File: config.mk
export PLATFORM = sky130hd
export DESIGN_NAME = i2c_target_responder
export DESIGN_NICKNAME = d
export VERILOG_FILES = /design/src/rtl/i2c_pkg.sv /design/src/rtl/i2c_bus_sync.sv /design/src/rtl/i2c_target_responder.sv
export SDC_FILE = /design/constraint.sdc
export NUM_CORES = 1
export LEC_CHECK = 0
export ABC_AREA = 1
export BUFFER_PORTS_ARGS = -buffer_cell sky130_fd_sc_hd__buf_2
export CAP_MARGIN = 20
export CORE_ASPECT_RATIO = 0.5
export CORE_MARGIN = 3
export CORE_UTILIZATION = 52
export DETAILED_ROUTE_END_ITERATION = 6
export PLACE_DENSITY = 0.75
export SYNTH_ARGS = -nofsm -noshare
export SYNTH_HDL_FRONTEND = slang
export SYNTH_SLANG_ARGS = --single-unit
File: constraint.sdc
create_clock -name clk -period 1.6 [get_ports clk]
set_input_delay 0.4 -clock clk [delete_from_list [all_inputs] [get_ports clk]]
set_output_delay 0.4 -clock clk [all_outputs]
set_load 0.01 [all_outputs]
File: src/rtl/i2c_pkg.sv
// rtl/i2c_pkg.sv - shared I2C types and constants for controller and target
// Purpose: target FSM state encoding, byte geometry and bus timing constants.
// Ports: none (package).
package i2c_pkg;

  localparam int I2C_BYTE_BITS = 8;
  localparam int I2C_IDX_W     = 2;

  // Controller bus timing in system clocks; the target's SYNC_STAGES+1 cycle
  // response latency must fit inside I2C_TLOW - I2C_TSU_DAT.
  localparam int I2C_TLOW      = 16;
  localparam int I2C_THIGH     = 16;
  localparam int I2C_TSU_DAT   = 8;

  typedef enum logic [2:0] {
    IDLE,
    ADDR,
    ADDR_ACK,
    WR_DATA,
    WR_ACK,
    RD_DATA,
    RD_ACK,
    WAIT_STOP
  } i2c_target_states_t;

endpackage

File: src/rtl/i2c_bus_sync.sv
// rtl/i2c_bus_sync.sv - SCL/SDA synchronizer with edge, START and STOP detect
// Purpose: brings the asynchronous bus lines into clk and derives 1-cycle event pulses.
// Ports: clk, rst (async, active-high); scl, sda bus levels in;
//        sda_s synchronized SDA; scl_rise, scl_fall, start_det, stop_det pulses.
module i2c_bus_sync #(
  parameter int SYNC_STAGES = 2
) (
  input  logic clk,
  input  logic rst,
  input  logic scl,
  input  logic sda,
  output logic sda_s,
  output logic scl_rise,
  output logic scl_fall,
  output logic start_det,
  output logic stop_det
);

  logic [SYNC_STAGES-1:0] scl_ff;
  logic [SYNC_STAGES-1:0] sda_ff;
  logic                   scl_d;
  logic                   sda_d;
  logic                   scl_s;

  // Reset to the idle bus level so leaving reset does not fake a START.
  always_ff @(posedge clk or posedge rst) begin
    if (rst) begin
      scl_ff <= '1;
      sda_ff <= '1;
      scl_d  <= 1'b1;
      sda_d  <= 1'b1;
    end else begin
      scl_ff <= {scl_ff[SYNC_STAGES-2:0], scl};
      sda_ff <= {sda_ff[SYNC_STAGES-2:0], sda};
      scl_d  <= scl_s;
      sda_d  <= sda_s;
    end
  end

  assign scl_s     = scl_ff[SYNC_STAGES-1];
  assign sda_s     = sda_ff[SYNC_STAGES-1];
  assign scl_rise  = scl_s & ~scl_d;
  assign scl_fall  = ~scl_s & scl_d;
  assign start_det = scl_s & scl_d & sda_d & ~sda_s;
  assign stop_det  = scl_s & scl_d & ~sda_d & sda_s;

endmodule

File: src/rtl/i2c_target_responder.sv
// rtl/i2c_target_responder.sv - I2C target: address match, ACK, write/read byte streaming
// Purpose: oversampled I2C target driving SDA open-drain through sda_oe.
// Ports: clk, rst (async, active-high); scl, sda_in bus levels; sda_oe pull-low enable;
//        tx_data/tx_req/tx_idx read-byte host fetch; rx_valid/rx_data/rx_idx write-byte
//        delivery; addr_hit, rw_o, busy transaction status.
module i2c_target_responder
  import i2c_pkg::*;
#(
  parameter logic [6:0] TARGET_ADDR = 7'h42,
  parameter int         MAX_BYTES   = 3,
  parameter int         SYNC_STAGES = 2
) (
  input  logic                 clk,
  input  logic                 rst,
  input  logic                 scl,
  input  logic                 sda_in,
  output logic                 sda_oe,
  input  logic [7:0]           tx_data,
  output logic                 tx_req,
  output logic [I2C_IDX_W-1:0] tx_idx,
  output logic                 rx_valid,
  output logic [7:0]           rx_data,
  output logic [I2C_IDX_W-1:0] rx_idx,
  output logic                 addr_hit,
  output logic                 rw_o,
  output logic                 busy
);

  localparam logic [3:0] LAST_BIT = 4'(I2C_BYTE_BITS);
  localparam logic [2:0] MAX_B    = 3'(MAX_BYTES);

  logic sda_s, scl_rise, scl_fall, start_det, stop_det;

  i2c_bus_sync #(.SYNC_STAGES(SYNC_STAGES)) u_sync (
    .clk       (clk),
    .rst       (rst),
    .scl       (scl),
    .sda       (sda_in),
    .sda_s     (sda_s),
    .scl_rise  (scl_rise),
    .scl_fall  (scl_fall),
    .start_det (start_det),
    .stop_det  (stop_det)
  );

  i2c_target_states_t   state;
  logic [3:0]           bit_cnt;
  logic [I2C_IDX_W-1:0] byte_cnt;
  logic [7:0]           shreg;
  logic [7:0]           tx_shreg;
  logic                 tx_pend;
  logic                 rd_ack;

  always_ff @(posedge clk or posedge rst) begin
    if (rst) begin
      state    <= IDLE;
      bit_cnt  <= '0;
      byte_cnt <= '0;
      shreg    <= '0;
      tx_shreg <= '0;
      tx_pend  <= 1'b0;
      rd_ack   <= 1'b0;
      sda_oe   <= 1'b0;
      tx_req   <= 1'b0;
      tx_idx   <= '0;
      rx_valid <= 1'b0;
      rx_data  <= '0;
      rx_idx   <= '0;
      addr_hit <= 1'b0;
      rw_o     <= 1'b0;
      busy     <= 1'b0;
    end else begin
      tx_req   <= 1'b0;
      rx_valid <= 1'b0;
      addr_hit <= 1'b0;
      // Host gets the whole cycle after tx_req to present tx_data.
      tx_pend  <= tx_req;
      if (tx_pend) tx_shreg <= tx_data;

      if (stop_det) begin
        state  <= IDLE;
        sda_oe <= 1'b0;
        busy   <= 1'b0;
      end else if (start_det) begin
        state    <= ADDR;
        bit_cnt  <= '0;
        byte_cnt <= '0;
        sda_oe   <= 1'b0;
        busy     <= 1'b1;
      end else begin
        case (state)
          ADDR: begin
            if (scl_rise && bit_cnt < LAST_BIT) begin
              shreg   <= {shreg[6:0], sda_s};
              bit_cnt <= bit_cnt + 4'd1;
            end else if (scl_fall && bit_cnt == LAST_BIT) begin
              bit_cnt <= '0;
              if (shreg[7:1] == TARGET_ADDR) begin
                state    <= ADDR_ACK;
                sda_oe   <= 1'b1;
                addr_hit <= 1'b1;
                rw_o     <= shreg[0];
              end else begin
                state  <= WAIT_STOP;
                sda_oe <= 1'b0;
              end
            end
          end
          ADDR_ACK: begin
            if (scl_rise && rw_o) begin
              tx_req <= 1'b1;
              tx_idx <= '0;
            end else if (scl_fall) begin
              bit_cnt <= '0;
              if (rw_o) begin
                state  <= RD_DATA;
                sda_oe <= ~tx_shreg[7];
              end else begin
                state  <= WR_DATA;
                sda_oe <= 1'b0;
              end
            end
          end
          WR_DATA: begin
            if (scl_rise && bit_cnt < LAST_BIT) begin
              shreg   <= {shreg[6:0], sda_s};
              bit_cnt <= bit_cnt + 4'd1;
            end else if (scl_fall && bit_cnt == LAST_BIT) begin
              if ({1'b0, byte_cnt} < MAX_B) begin
                rx_valid <= 1'b1;
                rx_data  <= shreg;
                rx_idx   <= byte_cnt;
                sda_oe   <= 1'b1;
                state    <= WR_ACK;
              end else begin
                sda_oe <= 1'b0;
                state  <= WAIT_STOP;
              end
            end
          end
          WR_ACK: begin
            if (scl_fall) begin
              sda_oe  <= 1'b0;
              bit_cnt <= '0;
              if (byte_cnt != 2'd3) byte_cnt <= byte_cnt + 2'd1;
              state   <= WR_DATA;
            end
          end
          RD_DATA: begin
            if (scl_rise && bit_cnt < LAST_BIT) begin
              bit_cnt <= bit_cnt + 4'd1;
            end else if (scl_fall) begin
              if (bit_cnt < LAST_BIT) begin
                tx_shreg <= {tx_shreg[6:0], 1'b0};
                sda_oe   <= ~tx_shreg[6];
              end else begin
                sda_oe  <= 1'b0;
                bit_cnt <= '0;
                state   <= RD_ACK;
              end
            end
          end
          RD_ACK: begin
            if (scl_rise) begin
              rd_ack <= ~sda_s;
              if (!sda_s) begin
                tx_req <= 1'b1;
                tx_idx <= byte_cnt + 2'd1;
              end
            end else if (scl_fall) begin
              if (rd_ack && ({1'b0, byte_cnt} + 3'd1 < MAX_B)) begin
                byte_cnt <= byte_cnt + 2'd1;
                bit_cnt  <= '0;
                sda_oe   <= ~tx_shreg[7];
                state    <= RD_DATA;
              end else begin
                sda_oe <= 1'b0;
                state  <= WAIT_STOP;
              end
            end
          end
          WAIT_STOP: sda_oe <= 1'b0;
          default:   sda_oe <= 1'b0;
        endcase
      end
    end
  end

endmodule
==> impl_results.md <==
- Status: finished clean
- Filler-free cell count of the finished design: a little under 500
- Clock sinks: 51
- Pins Over Slew Limit: 0
- Drt drc: 0
- Worst path max stage delay: 0.56 ns
- Setup Viol. Count Final: 0
- CP bufs+invs: 1
- Worst EP required: ~1.8 ns
- H-tree Lvls: 2
- Yosys top cell area share: 41.55%
- Final Power: around 0.0054 W
- Nets: 434
- Slowest CP cell: dfstp_2
- CP top delay family: simple AND/OR/NAND/NOR gates
- Count of buffers from port buffering: 29
- Layout cell share with drive strength beyond 1: 34.37%
- Critical Path AT: 1.79 ns
- Hold Crit Class: input pin to asynchronous set/reset pin
- Largest net degree at the start of global routing: 35
- Final Hold Violating Endpoints: 0
- Worst r2r dst: state[0]
- Part of the power in the clock network: 14.2%
- Global-route wire length before repair: 11250 µm
- Worst R2R Setup Slack: ~0.028 ns
- Peak supply drop: around 0.74 mV
- Area grow syn2layout: 26.41%
- RD Place Congestion: 0.9504
- Fin crit period: roughly 1.6 ns
- Switching power: around 0.0024 W
- Final hold slack: 0.07208 ns
- Maxcap violations: 0
- Initial Util: 57.65%
- Mapped Cells: about 350
- Logic pwr share: 51.0%
- Final Instance Area: 3426 µm²
- 1st-iter DRT viols: 231
- GRT overflow: 0
- DR WL/cell: 14.13 µm
- Largest cells by area after synthesis: dfrtp_1, nand2_1, dfstp_2
- Core footprint: 4701 µm²
- CTS tree: done
- Final Skew: ~0.012 ns
- Rows: 17
- Clk slew on worst S/H paths: approximately 0.10 ns
- Worst Path Class, Setup: flip-flop to flip-flop
- Post-synthesis sequential area ratio: 47.37%
- IO Count: 30
- Netlist cell types: 28
- Die Area: 6167 µm²
- Mapped Area: 2710 µm²
- Vias: 2490
- Tot GR Track Use: approximately a quarter
- Remaining antenna violation count: 0
- Seq pwr share: 34.8%
- Die Width: ~110 µm
- Clk_lat worst skew: around 0.32 ns
- Crit. End Element: flip-flop
- Startpoint types: flip-flop
- Via-to-Cell Ratio: a little over 5
- CTS max path bufs: 2
- Leakage: 1.820 nW
- Core Util, Final: 72.88%
- Ant diodes: 0
- Commonest non-fill, non-tap cell in the layout: nand2_1
- Reg2reg start: u_sync.sda_ff[1]
- Tcrit/Tclk final: between 90% and 100%
- Area post-placement: ~3100 µm²
- Ys Warns: 0
- Slew Limit Headroom: slightly above 70%
- Die height: between 50 and 60 µm
- Fmax: 636.3 MHz
- Sw Share: 44.22%
- Cell-internal power: 0.003022 W
- CP cell instances: inv_1 > nor2_1 > nand2_2 > nand3_1 > nor2_2 > nor2_2 > nand3_2 > nand2_1 > nand2_1
- Total CTS buffers: 5
- Post-synth net total: 367
- Detailed Route WL: 6854 µm
- Worst-margin pin slew: 0.4103 ns
- Peak fanout along the critical path: 8
- Hold buffer count at CTS: 0
- Reg2Reg Depth: 9
- Syn avg cell area: 7.721 µm²
- Dpl cells: between 400 and 500
- Initial antenna violation count: 0
- Most frequent cells in the layout: nand2_1, dfrtp_1, inv_1
- Vias in the first global route: ~2400
- Drt first pass iters: 5
- #FFs+latches synth: 51
- Post-DP HPWL: 4999 µm
- Cell taking the most area after synthesis: dfrtp_1
- Root Driver: clkbuf_8
- RSZ-0062 raised after global routing: true
- P per Cell Area: between 1500 and 2000 nW/µm²
==> cell usage after synthesis <==
| master | number |
|---|---|
| o21ai_2 | 10 |
| a31oi_1 | 3 |
| nand2_2 | 4 |
| nor2_2 | 3 |
| a22oi_1 | 1 |
| o211ai_1 | 1 |
| inv_2 | 6 |
| clkbuf_1 | 1 |
| buf_2 | 3 |
| o21ai_1 | 1 |
| dfstp_2 | 6 |
| nand3_1 | 21 |
| xnor2_1 | 1 |
| nor2_1 | 34 |
| a21oi_2 | 1 |
| nand2_1 | 111 |
| buf_6 | 1 |
| nor3_2 | 1 |
| nand4_1 | 2 |
| dfrtp_1 | 45 |
| nand3_2 | 5 |
| nor3_1 | 2 |
| nor2_4 | 5 |
| inv_1 | 42 |
| a21oi_1 | 4 |
| ha_1 | 4 |
| buf_4 | 2 |
| o21ai_0 | 31 |
==> state kept, by name (all words and copies together) (netlist names), 2 cells and up <==
| register | flops |
|---|---|
| shreg | 8 |
| rx_idx | 2 |
| rx_data | 8 |
| u_sync.sda_ff | 2 |
| byte_cnt | 2 |
| tx_shreg | 8 |
| state | 3 |
| bit_cnt | 4 |
| u_sync.scl_ff | 2 |
| tx_idx | 2 |
==> routing by layer <==
metal	GRT usage, %	wire [µm]
met1	32.75	3178
met2	36.84	3151
met3	5.876	423
met4	7.914	100
met5	0	0
==> layout make-up <==
type	instances	area (µm²)
repair buffers	67	451.7
clock buffers	6	72.57
multi-input cells	245	1325
inverters	48	191.4
clock inverters	2	17.52
fillers	369	1275
flip-flops and latches	51	1285
well taps	66	82.58
==> power groups by stage <==
stage                     Combinational [W]  Clock [W]  Sequential, W
after detailed placement            0.00249          0        0.00190
final                               0.00276   0.000771        0.00188
after CTS                           0.00255   0.000794        0.00187
after floorplan                     0.00172          0        0.00186
after global placement              0.00245          0        0.00188
after global routing                0.00309   0.000853        0.00192
==> stage by stage <==
| step | setup TNS (ns) | setup slack [ns] |
|---|---|---|
| 2_1_floorplan | 0 | 0.1226 |
| 3_3_place_gp | -0.5260 | -0.09892 |
| 3_5_place_dp | -0.3795 | -0.1005 |
| 4_1_cts | -0.1104 | -0.03222 |
| 5_1_grt | -0.5312 | -0.08621 |
| 6_report | 0 | 0.02848 |
==> worst max path at each step <==
stage | endpoint | slack (ns) | depth (start not counted) | start
6_report | state[0] | 0.03 | 9 | u_sync.sda_ff[1]
5_1_grt | state[0] | -0.09 | 10 | u_sync.scl_d
4_1_cts | state[0] | -0.03 | 9 | u_sync.scl_ff[1]
3_5_place_dp | bit_cnt[3] | -0.10 | 9 | u_sync.scl_ff[1]
3_3_place_gp | bit_cnt[1] | -0.1 | 9 | u_sync.scl_ff[1]
2_1_floorplan | bit_cnt[0] | 0.12 | 9 | u_sync.scl_ff[1]
==> worst register-to-register path: stages, from the launching register on <==
cell     delay (ns)
dfstp_2        0.56
inv_1          0.06
nor2_1         0.15
nand2_2        0.15
nand3_1        0.14
nor2_2         0.05
nor2_2         0.12
nand3_2        0.11
nand2_1        0.08
nand2_1        0.06
==> cell families after synthesis <==
| logic type | count (synthesis) | synth area share (%) |
|---|---|---|
| AND/OR/NAND/NOR | 188 | 30.70 |
| buffers and inverters | 55 | 8.310 |
| AO/OA/AOI/OAI | 52 | 11.45 |
| flip-flops | 51 | 47.37 |
| adder cells (fa/ha/maj) | 4 | 1.847 |
| XOR/XNOR | 1 | 0.3232 |
==> timing repair <==
action | 4_1_cts | 5_1_grt
endpoints found under the setup margin | 9 | 34
setup buffers | 2 | 3
pin swaps | 5 | 23
resized for setup | 14 | 39
cloned | 0 | 1
Note: power is estimated with default switching activity, not from simulation.
